==> src/rtl/uncached_data_bridge.sv <==
// ============================================================================
// Module   : uncached_data_bridge
// Purpose  : Converts the core's SRAM-like data port into single-beat AXI
//            reads and writes for uncached accesses. Exactly one transaction
//            is outstanding at a time, and each one completes with a
//            registered one-cycle data_data_ok pulse.
// Ports    : clk, reset (async, active-high)
//            Core side : data_req, data_wr, data_size, data_wstrb, data_addr,
//                        data_wdata -> data_addr_ok, data_data_ok, data_rdata
//            AXI AR/R  : araddr, arsize, arvalid, arready, rdata, rvalid,
//                        rready
//            AXI AW/W/B: awaddr, awsize, awvalid, awready, wdata, wstrb,
//                        wvalid, wready, bvalid, bready
// Revision : 1.0 - initial release
// ============================================================================
`default_nettype none

module uncached_data_bridge (
    input  logic        clk,
    input  logic        reset,
    // core data port
    input  logic        data_req,
    input  logic        data_wr,
    input  logic [2:0]  data_size,
    input  logic [3:0]  data_wstrb,
    input  logic [31:0] data_addr,
    input  logic [31:0] data_wdata,
    output logic        data_addr_ok,
    output logic        data_data_ok,
    output logic [31:0] data_rdata,
    // AXI read address / data
    output logic [31:0] araddr,
    output logic [2:0]  arsize,
    output logic        arvalid,
    input  logic        arready,
    input  logic [31:0] rdata,
    input  logic        rvalid,
    output logic        rready,
    // AXI write address / data / response
    output logic [31:0] awaddr,
    output logic [2:0]  awsize,
    output logic        awvalid,
    input  logic        awready,
    output logic [31:0] wdata,
    output logic [3:0]  wstrb,
    output logic        wvalid,
    input  logic        wready,
    input  logic        bvalid,
    output logic        bready
);

    typedef enum logic [2:0] {
        IDLE   = 3'd0,
        RD_AR  = 3'd1,
        RD_R   = 3'd2,
        WR_REQ = 3'd3,
        WR_B   = 3'd4
    } state_t;

    state_t      r_state;
    state_t      w_state_next;

    logic [31:0] r_addr;
    logic [2:0]  r_size;
    logic [3:0]  r_wstrb;
    logic [31:0] r_wdata;
    logic [31:0] r_rdata;
    logic        r_aw_done;
    logic        r_w_done;
    logic        r_data_ok;

    logic        w_accept;
    logic        w_aw_hs;
    logic        w_w_hs;
    logic        w_r_hs;
    logic        w_b_hs;

    // ------------------------------------------------------------------
    // State register
    // ------------------------------------------------------------------
    always_ff @(posedge clk or posedge reset) begin
        if (reset) begin
            r_state <= IDLE;
        end else begin
            r_state <= w_state_next;
        end
    end

    // ------------------------------------------------------------------
    // Next-state and handshake outputs
    // ------------------------------------------------------------------
    always_comb begin
        w_state_next = r_state;
        data_addr_ok = 1'b0;
        arvalid      = 1'b0;
        rready       = 1'b0;
        awvalid      = 1'b0;
        wvalid       = 1'b0;
        bready       = 1'b0;

        case (r_state)
            IDLE: begin
                data_addr_ok = data_req;
                if (data_req) begin
                    w_state_next = data_wr ? WR_REQ : RD_AR;
                end
            end
            RD_AR: begin
                arvalid = 1'b1;
                if (arready) begin
                    w_state_next = RD_R;
                end
            end
            RD_R: begin
                rready = 1'b1;
                if (rvalid) begin
                    w_state_next = IDLE;
                end
            end
            WR_REQ: begin
                // AW and W complete independently; a channel whose handshake
                // already happened counts as done, so both finishing in the
                // same cycle also advances.
                awvalid = ~r_aw_done;
                wvalid  = ~r_w_done;
                if ((r_aw_done || awready) && (r_w_done || wready)) begin
                    w_state_next = WR_B;
                end
            end
            WR_B: begin
                bready = 1'b1;
                if (bvalid) begin
                    w_state_next = IDLE;
                end
            end
            default: begin
                w_state_next = IDLE;
            end
        endcase
    end

    assign w_accept = data_addr_ok;
    assign w_aw_hs  = awvalid & awready;
    assign w_w_hs   = wvalid & wready;
    assign w_r_hs   = rready & rvalid;
    assign w_b_hs   = bready & bvalid;

    // ------------------------------------------------------------------
    // Request latches, channel-done flags, read data and completion pulse
    // ------------------------------------------------------------------
    always_ff @(posedge clk or posedge reset) begin
        if (reset) begin
            r_addr    <= 32'd0;
            r_size    <= 3'd0;
            r_wstrb   <= 4'd0;
            r_wdata   <= 32'd0;
            r_rdata   <= 32'd0;
            r_aw_done <= 1'b0;
            r_w_done  <= 1'b0;
            r_data_ok <= 1'b0;
        end else begin
            if (w_accept) begin
                r_addr    <= data_addr;
                r_size    <= data_size;
                r_wstrb   <= data_wstrb;
                r_wdata   <= data_wdata;
                r_aw_done <= 1'b0;
                r_w_done  <= 1'b0;
            end else begin
                if (w_aw_hs) begin
                    r_aw_done <= 1'b1;
                end
                if (w_w_hs) begin
                    r_w_done <= 1'b1;
                end
            end

            if (w_r_hs) begin
                r_rdata <= rdata;
            end

            r_data_ok <= w_r_hs | w_b_hs;
        end
    end

    assign araddr       = r_addr;
    assign arsize       = r_size;
    assign awaddr       = r_addr;
    assign awsize       = r_size;
    assign wdata        = r_wdata;
    assign wstrb        = r_wstrb;
    assign data_rdata   = r_rdata;
    assign data_data_ok = r_data_ok;

endmodule

`default_nettype wire

==> config.mk <==
export PLATFORM = sky130hd
export DESIGN_NAME = uncached_data_bridge
export DESIGN_NICKNAME = d
export VERILOG_FILES = /design/src/rtl/uncached_data_bridge.sv
export SDC_FILE = /design/constraint.sdc
export NUM_CORES = 1
export LEC_CHECK = 0
export ABC_CLOCK_PERIOD_IN_PS = 7900
export BUFFER_PORTS_ARGS = -buffer_cell sky130_fd_sc_hd__buf_2
export CELL_PAD_IN_SITES_DETAIL_PLACEMENT = 0
export CELL_PAD_IN_SITES_GLOBAL_PLACEMENT = 1
export CORE_MARGIN = 4
export CORE_UTILIZATION = 38
export CTS_CLUSTER_SIZE = 24
export DETAILED_ROUTE_END_ITERATION = 8
export GPL_ROUTABILITY_DRIVEN = 0
export PLACE_DENSITY_LB_ADDON = 0.25
export SYNTH_ARGS = -nofsm -noshare
export SYNTH_HDL_FRONTEND = slang
export SYNTH_SLANG_ARGS = --single-unit
==> constraint.sdc <==
create_clock -name clk -period 7.9 [get_ports clk]
set_input_delay 1.58 -clock clk [delete_from_list [all_inputs] [get_ports clk]]
set_output_delay 1.58 -clock clk [all_outputs]
set_load 0.02 [all_outputs]
==> results of run 1 <==
==> synthesized netlist by cell type (2+ instances only) <==
cell,number,share of area [%]
nor2_1,6,0.47
buf_12,7,2.9
mux2_4,69,22
inv_1,3,0.23
mux2_2,35,8.2
buf_4,38,6.0
a21oi_1,6,0.63
buf_2,2,0.21
o22ai_1,2,0.26
nor3b_1,2,0.31
dfrtp_1,109,57
==> per-stage QoR <==
step                      cell area, µm²  util [%]  power [µW]
after floorplan                     4792         -        2250
after global placement              5862     48.20        2570
after detailed placement            5862     48.20        2592
after CTS                           6133     50.43        3024
after global routing                6133     50.43        3148
final                               6133     50.43        2974
==> kinds of logic after synthesis <==
family                 Yosys count  synth area share (%)
AOI/OAI and AO/OA               11                 1.410
buffers and inverters           51                 9.556
DFF                            109                 56.92
muxes                          105                 30.05
and+or+nand+nor                 15                 2.063
==> power groups by stage <==
| stage | Sequential (µW) | Combinational (µW) | Clock [µW] |
|---|---|---|---|
| final | 1020 | 1530 | 416 |
| after global placement | 1030 | 1540 | 0 |
| after floorplan | 1350 | 899 | 0 |
| after CTS | 1030 | 1560 | 435 |
| after detailed placement | 1030 | 1560 | 0 |
| after global routing | 1070 | 1620 | 457 |
==> sequential cells by signal, indices dropped and copies added, names as in the netlist <==
register      cells
wstrb             4
wdata            32
arsize            3
r_state           3
data_rdata       32
r_aw_done         1
r_w_done          1
araddr           32
data_data_ok      1
==> critical path: cells and delay by family <==
kind                   cells  cell delay [ps]
buffers and inverters      2              370
AND/OR/NAND/NOR            2              900
==> area by class of cell <==
class | count | share of cell area, %
sequential | 109 | 44.47
tap | 168 | 3.427
clock buffer | 13 | 4.080
inverter | 3 | 0.2244
clock inverter | 3 | 0.3468
timing repair buffer | 259 | 21.26
multi-input combinational | 131 | 26.19
==> path summary, 6_finish.rpt <==
| kind | start | cells past startpoint | endpoint |
|---|---|---|---|
| setup / recovery | data_req | 4 | data_addr_ok |
| hold / removal | data_rdata[24] | 1 | data_rdata[24] |
| setup reg to reg | r_state[1] | 4 | arsize[2] |
| hold reg to reg | data_rdata[24] | 1 | data_rdata[24] |
| max in group asynchronous | reset | 3 | data_rdata[30] |
| min in group asynchronous | reset | 2 | data_rdata[15] |
==> layer usage <==
metal	vias to the layer above	share of wire [%]
met3	13	9.2
met4	0	1.7
met1	1470	37
li1	1407	-
met2	127	52
met5	-	0
==> layout by cell type, fill, tap and decap left out, types with 2 or more instances in the layout <==
| cell type | count |
|---|---|
| a21oi_1 | 6 |
| buf_2 | 256 |
| buf_4 | 3 |
| clkbuf_1 | 3 |
| clkbuf_16 | 9 |
| dfrtp_1 | 109 |
| inv_1 | 2 |
| mux2_2 | 35 |
| mux2_4 | 69 |
| nor2_1 | 6 |
| nor3b_1 | 2 |
| o22ai_1 | 2 |
==> flow_summary.yaml, run 1 <==
timing:
  worstMarginPinSlew_ps: 857.6
  holdWs_ps: 501.6
  max_freq_ghz: 0.2251
  slew_headroom_pct: 42.83
  final-hold-violation-count: 0
  finalSetupViolCount: 0
  setup_tns_ps: 0
  rsz0062_at_grt: "no"
  fin_crit_sh_pct: 56.22
  clock_skew_ps: 3.931
  drv_slew: 0
  fin_crit_ps: 4442
  fin_ws_ps: 3458
critical_path:
  worstPathArrival_ps: 2860
  r2r_slack_ps: 5120
  crit_fanout: 25
  cp-end-kind: "primary output"
  path_cells: "buf_2, or3b_4, nor2_8, buf_2"
  worstSetupStartpointType: "primary input"
  cp_data_required_time_ps: 6320
  path_common_cell: "buf_2"
  cpMaxStageDelayCell: "nor2_8"
  crit_type: "primary input to primary output"
  crit_path_max_incr_delay_ps: 480
grt:
  grt_use_met1_pct: 16.81
  grt_max_degree: 69
  grt_pass1_wl_um: 16980
  grt_busiest_layer: "met2"
  antenna_found_initial: 0
  met3_usage_pct: 5.940
  grt.overflow.total: 0
  grt_util_met2_pct: 26.45
  track_usage_pct: 15.11
  grt_pass1_vias: 3108
synthesis:
  synth-edff-count: 0
  synth_fp_nets: 403
  yosysWarnings: 0
  synth_cell_types: 23
  ys_ff_latch: 109
  syn_avg_cell_area_um2: 16.47
  seq_area_frac_synth_pct: 56.92
  synth_area_mm2: 0.004792
  synthArstFlopShare_pct: 100.0
  ys.flop_type: "dfrtp_1"
  syn_inst: 291
pwr:
  p_int_uw: 1762
  switchingPower_uw: 1212
  p_sw_share_pct: 40.75
  pwr-share-seq_pct: 34.4
  combPwrFrac_pct: 51.6
  peakVddDrop_v: 0.0002196
  leakagePower_uw: 0.003180
  p_per_area_mw_per_mm2: 484.8
  power_frac_clock_pct: 14.0
layout:
  antenna_cells: 0
  seqCellArea_mm2: 0.002728
  drive_gt1_share_pct: 73.17
  stdcell_count: 686
  fill_cells: 1097
  fin_nets: 625
  area_growth_syn_to_layout_pct: 27.99
  multi_input_area_mm2: 0.001607
clock_network:
  cts_buffers: 9
  cts.clk_slew.worst_paths_ps: 70
  cts_buffer_depth: 2
  postCtsSetupBuffers: 0
  cts.sinks: 109
  clock_latency_ps: 340
  cts_htree_levels: 3
  cts_resized: 0
  cts_hold_buf: 0
  clock-root-buffer: "clkbuf_16"
  cts_tree: "built"
flow_run:
  cap_violations: 0
hold_path:
  hold_path_class: "register to register"
drt:
  vias: 3017
  wire_per_inst_um: 16.06
  wirelength_um: 11020
  route.detailed.drc: 0
  firstDrtPassIters: 4
  ant_nets: 0
  routed_via_density: 4.398
  drtIter0Drc: 111
floorplan:
  initial_core_util_pct: 39.40
  die_area_mm2: 0.01447
  die_y_um: 120.3
  core_area_mm2: 0.01216
  pin_count: 257
  rows: 40
  chipWidth_um: 120.3
placement:
  portBuffers: 256
  pre_cts_slack_ps: 3434
  dp_cells: 670
  place_hpwl_um: 8365
status:
  status: "finished, final reports clean"
No activity file was read; power rests on OpenSTA's default activity.
==> inputs of run 2 (changes only) <==
ABC_CLOCK_PERIOD_IN_PS = 3680   (was 7900)
CORE_UTILIZATION = 32   (was 38)
clock period = 3.68 ns   (was 7.9 ns; I/O delays follow)
==> run 2 against run 1 <==
Global-route usage fell by 2.3 points. Via count is 0.43% higher. Clock power up 120%. Clock skew is 4.1 ps higher. Critical endpoint unchanged. Largest cell class unchanged. Largest power group unchanged. Highest routed layer unchanged.
==> flow_summary.yaml, run 2 (synthesis results as in run 1) <==
critical_path:
  crit_type: "register to primary output"
  crit_path_max_incr_delay_ps: 480
  path_cells: "or3b_4, nor2_8, buf_2"
  crit_fanout: 9
  path_buf_inv: 1
  cpMaxStageDelayCell: "or3b_4"
  crit_family: "simple AND/OR/NAND/NOR gates"
  cp-end-kind: "primary output"
  worstPathArrival_ps: 1610
  cp_data_required_time_ps: 2940
  worstSetupStartpointType: "register"
grt:
  track_usage_pct: 12.79
  grt_pass1_vias: 3124
  grt_pass1_wl_um: 16610
  grt.overflow.total: 0
  antenna_found_initial: 0
  grt_max_degree: 72
clock_network:
  postCtsSetupBuffers: 0
  cts_buffers: 9
  clock_latency_ps: 350
  cts_tree: "built"
  cts.sinks: 109
  cts_htree_levels: 3
  cts_hold_buf: 0
  cts.clk_slew.worst_paths_ps: 70
  clock-root-buffer: "clkbuf_16"
  cts_resized: 0
  cts_buffer_depth: 2
floorplan:
  die_area_mm2: 0.01700
  pin_count: 257
  initial_core_util_pct: 32.85
  core_area_mm2: 0.01459
  rows: 44
  chipWidth_um: 130.4
  die_y_um: 130.4
flow_run:
  cap_violations: 0
layout:
  area_growth_syn_to_layout_pct: 29.06
  final_cell_mix: "buf_2 (256), dfrtp_1 (109), mux2_4 (69)"
  antenna_cells: 0
  multi_input_area_mm2: 0.001607
  layout_commonest_cell: "buf_2"
  seqCellArea_mm2: 0.002728
  fill_cells: 1380
  fin_nets: 625
  drive_gt1_share_pct: 73.55
drt:
  routed_via_density: 4.316
  wire_per_inst_um: 15.92
  ant_nets: 0
  drtIter0Drc: 69
  wirelength_um: 11180
  vias: 3030
  route.detailed.drc: 0
  firstDrtPassIters: 4
timing:
  finalSetupViolCount: 0
  clock_skew_ps: 7.986
  max_freq_ghz: 0.4267
  fin_crit_sh_pct: 63.69
  worstMarginPinSlew_ps: 713.1
  rsz0062_at_grt: "no"
  setup_tns_ps: 0
  slew_headroom_pct: 52.46
  fin_crit_ps: 2344
  holdWs_ps: 490.0
  drv_slew: 0
  final-hold-violation-count: 0
pwr:
  leakagePower_uw: 0.003194
  power_frac_clock_pct: 14.4
  p_int_uw: 3789
  switchingPower_uw: 2625
  p_sw_share_pct: 40.92
  p_per_area_mw_per_mm2: 1037
  combPwrFrac_pct: 51.4
  peakVddDrop_v: 0.0004421
  pwr-share-seq_pct: 34.2
hold_path:
  hold_path_class: "primary input to async pin"
status:
  status: "finished, final reports clean"
placement:
  portBuffers: 256
  place_hpwl_um: 8230
-- run 2: path summary, 6_finish.rpt --
check / start / to / slack [ps] / cells past startpoint
max in group asynchronous: reset / data_rdata[11] / 2400 / 3
min in group clk: data_rdata[30] / data_rdata[30] / 500 / 1
worst max register to register: r_state[1] / arsize[2] / 1660 / 4
worst min register to register: data_rdata[30] / data_rdata[30] / 500 / 1
worst min-delay path: reset / araddr[0] / 490 / 2
worst max-delay path: r_state[1] / data_addr_ok / 1340 / 3
-- run 2: final cells by class --
cell class              instances  area share, %
flip-flops and latches        109          44.10
well taps                     184          3.722
clock inverters                 5         0.5665
repair buffers                259          21.48
clock buffers                  11          3.925
multi-input cells             131          25.98
inverters                       3         0.2225
-- run 2: metrics by stage --
stage	util [%]	instance area [µm²]	setup slack (ps)	total power, µW	std cells
4_1_cts	42.39	6185	1301	6526	702
3_3_place_gp	40.49	5907	1338	5533	686
2_1_floorplan	-	4792	70.05	4829	291
5_1_grt	42.39	6185	1246	6809	702
3_5_place_dp	40.49	5907	1309	5563	686
6_report	42.39	6185	1336	6414	702
-- run 2: worst reg2reg max path: cells and delay by family, from the launching register on --
| kind | cells | cell delay [ps] |
|---|---|---|
| buffers and inverters | 1 | 440 |
| AND/OR/NAND/NOR | 2 | 590 |
| multiplexers | 1 | 410 |
| flip-flops | 1 | 470 |
-- run 2: per-layer routing --
metal | global-route usage, % | wire [µm] | vias up
met1 | 15.07 | 4302 | 1458
met4 | 5.808 | 238 | 0
li1 | - | - | 1413
met2 | 21.73 | 5625 | 146
met5 | 0 | 0 | -
met3 | 3.618 | 1009 | 13
-- run 2: power by group through the flow --
stage,registers (µW),logic [µW],clock network [µW]
finish,2200,3300,921
global route,2290,3510,1010
CTS,2210,3350,966
detailed placement,2210,3350,0
global placement,2200,3330,0
floorplan,2900,1930,0
==> inputs of run 3 (changes only) <==
ABC_CLOCK_PERIOD_IN_PS = 2000   (was 3680)
clock period = 2 ns   (was 3.68 ns; I/O delays follow)
==> run 3 against run 2 <==
Clock skew about the same. Final cell count increased by 2.3%. Die area unchanged. Sequential power increased by 81%. Via count increased by 2.5%. Global-route usage about the same. Sequential share of layout area decreased by 1.5 points. Register-to-register slack got worse by 1500 ps. Non-clock buffer count increased by 16. Core utilization increased by 1.5 points. Highest routed layer unchanged. First-iteration DRC count decreased by 12%. Clock power increased by 95%.
==> flow_summary.yaml, run 3 (synthesis results as in run 1) <==
status:
  status: "finished, final reports clean"
timing:
  finalSetupViolCount: 0
  fin_crit_ps: 1921
  clock_skew_ps: 7.553
  slew_headroom_pct: 80.44
  worstMarginPinSlew_ps: 292.8
  max_freq_ghz: 0.5206
  holdWs_ps: 145.3
  fin_crit_sh_pct: 96.04
  final-hold-violation-count: 0
  drv_slew: 0
  setup_tns_ps: 0
  rsz0062_at_grt: "no"
placement:
  place_hpwl_um: 8663
  portBuffers: 256
  place_area_mm2: 0.006053
clock_network:
  cts_buffer_depth: 2
  cts_tree: "built"
  clock_latency_ps: 340
  cts.clk_slew.worst_paths_ps: 70
  cts_htree_levels: 3
  clock-root-buffer: "clkbuf_16"
  cts.sinks: 109
  cts_buffers: 9
critical_path:
  worstPathArrival_ps: 1520
  cpMaxStageDelayCell: "or3b_4"
  cp-end-kind: "primary output"
  path_buf_inv: 2
  crit_path_max_incr_delay_ps: 430
  path_cells: "or3b_4, nor2_8, buf_12, buf_4"
  worstSetupStartpointType: "register"
  cp_data_required_time_ps: 1600
  crit_type: "register to primary output"
  crit_fanout: 2
  crit_family: "simple AND/OR/NAND/NOR gates"
floorplan:
  rows: 44
  pin_count: 257
  core_area_mm2: 0.01459
  die_y_um: 130.4
  die_area_mm2: 0.01700
  initial_core_util_pct: 32.85
  chipWidth_um: 130.4
layout:
  multi_input_area_mm2: 0.001609
  final_area_mm2: 0.006399
  antenna_cells: 0
  drive_gt1_share_pct: 74.72
  seqCellArea_mm2: 0.002729
  area_growth_syn_to_layout_pct: 33.52
  final_cell_mix: "buf_2 (255), dfrtp_1 (108), mux2_4 (69)"
  layout_commonest_cell: "buf_2"
  fin_nets: 641
  fill_cells: 1355
drt:
  wire_per_inst_um: 15.77
  wirelength_um: 11320
  vias: 3106
  drtIter0Drc: 61
  routed_via_density: 4.326
  ant_nets: 0
  route.detailed.drc: 0
  firstDrtPassIters: 4
grt:
  track_usage_pct: 12.83
  grt_pass1_vias: 3176
  grt_pass1_wl_um: 16720
  grt.overflow.total: 0
  grt_max_degree: 53
  antenna_found_initial: 0
pwr:
  p_per_area_mw_per_mm2: 1897
  peakVddDrop_v: 0.0008147
  leakagePower_uw: 0.003296
hold_path:
  hold_path_class: "primary input to async pin"
flow_run:
  cap_violations: 0
## run 3: layer usage
layer / routed length [µm] / vias to the layer above / track usage, %
met5: 0 / - / 0
met4: 261 / 0 / 5.263
met1: 4061 / 1528 / 14.12
met3: 780 / 16 / 3.211
met2: 6220 / 123 / 23.57
li1: - / 1439 / -
## run 3: path summary, 6_finish.rpt
check	endpoint	cells past startpoint	from	slack, ps
max	data_addr_ok	4	r_state[2]	80
min	wdata[6]	3	reset	150
max reg2reg	araddr[1]	6	r_state[2]	110
min reg2reg	data_rdata[30]	1	data_rdata[30]	500
max in group asynchronous	r_state[2]	3	reset	1570
min in group clk	wdata[11]	2	data_wdata[11]	280
## run 3: worst reg2reg max path, cell delays in order, from the launching register on
cell and delay [ps]:
dfrtp_2 410, or3b_4 430, nor2_8 110, buf_12 100, buf_4 200, buf_12 210, mux2_4 320
## run 3: repair_timing
action                                  4_1_cts  5_1_grt
pin swaps                                     1        0
endpoints found under the setup margin        1        2
hold buffers                                  0        0
setup buffers                                 5        0
gates cloned                                  0        0
gates resized for setup                       2        1
## run 3: cell type report
class | instances | area share, %
sequential | 109 | 42.65
inverter | 3 | 0.2346
timing repair buffer | 275 | 23.66
clock buffer | 11 | 3.794
multi-input combinational | 131 | 25.15
clock inverter | 5 | 0.9190
tap | 184 | 3.598
## run 3: power by group
part / internal [µW] / total (µW) / switching [µW]
Combinational: 2940 / 6350 / 3410
Clock: 1010 / 1800 / 787
Sequential: 3340 / 3990 / 656
Total: 7280 / 12100 / 4860
## run 3: per-stage QoR
stage	total power, µW	worst slack (ps)	instances	utilization (%)
3_3_place_gp	10360	172.4	697	41.49
3_5_place_dp	10430	150.0	697	41.49
5_1_grt	12890	23.51	718	43.86
6_report	12140	79.12	718	43.86
2_1_floorplan	8887	17.14	291	-
4_1_cts	12360	46.70	718	43.84
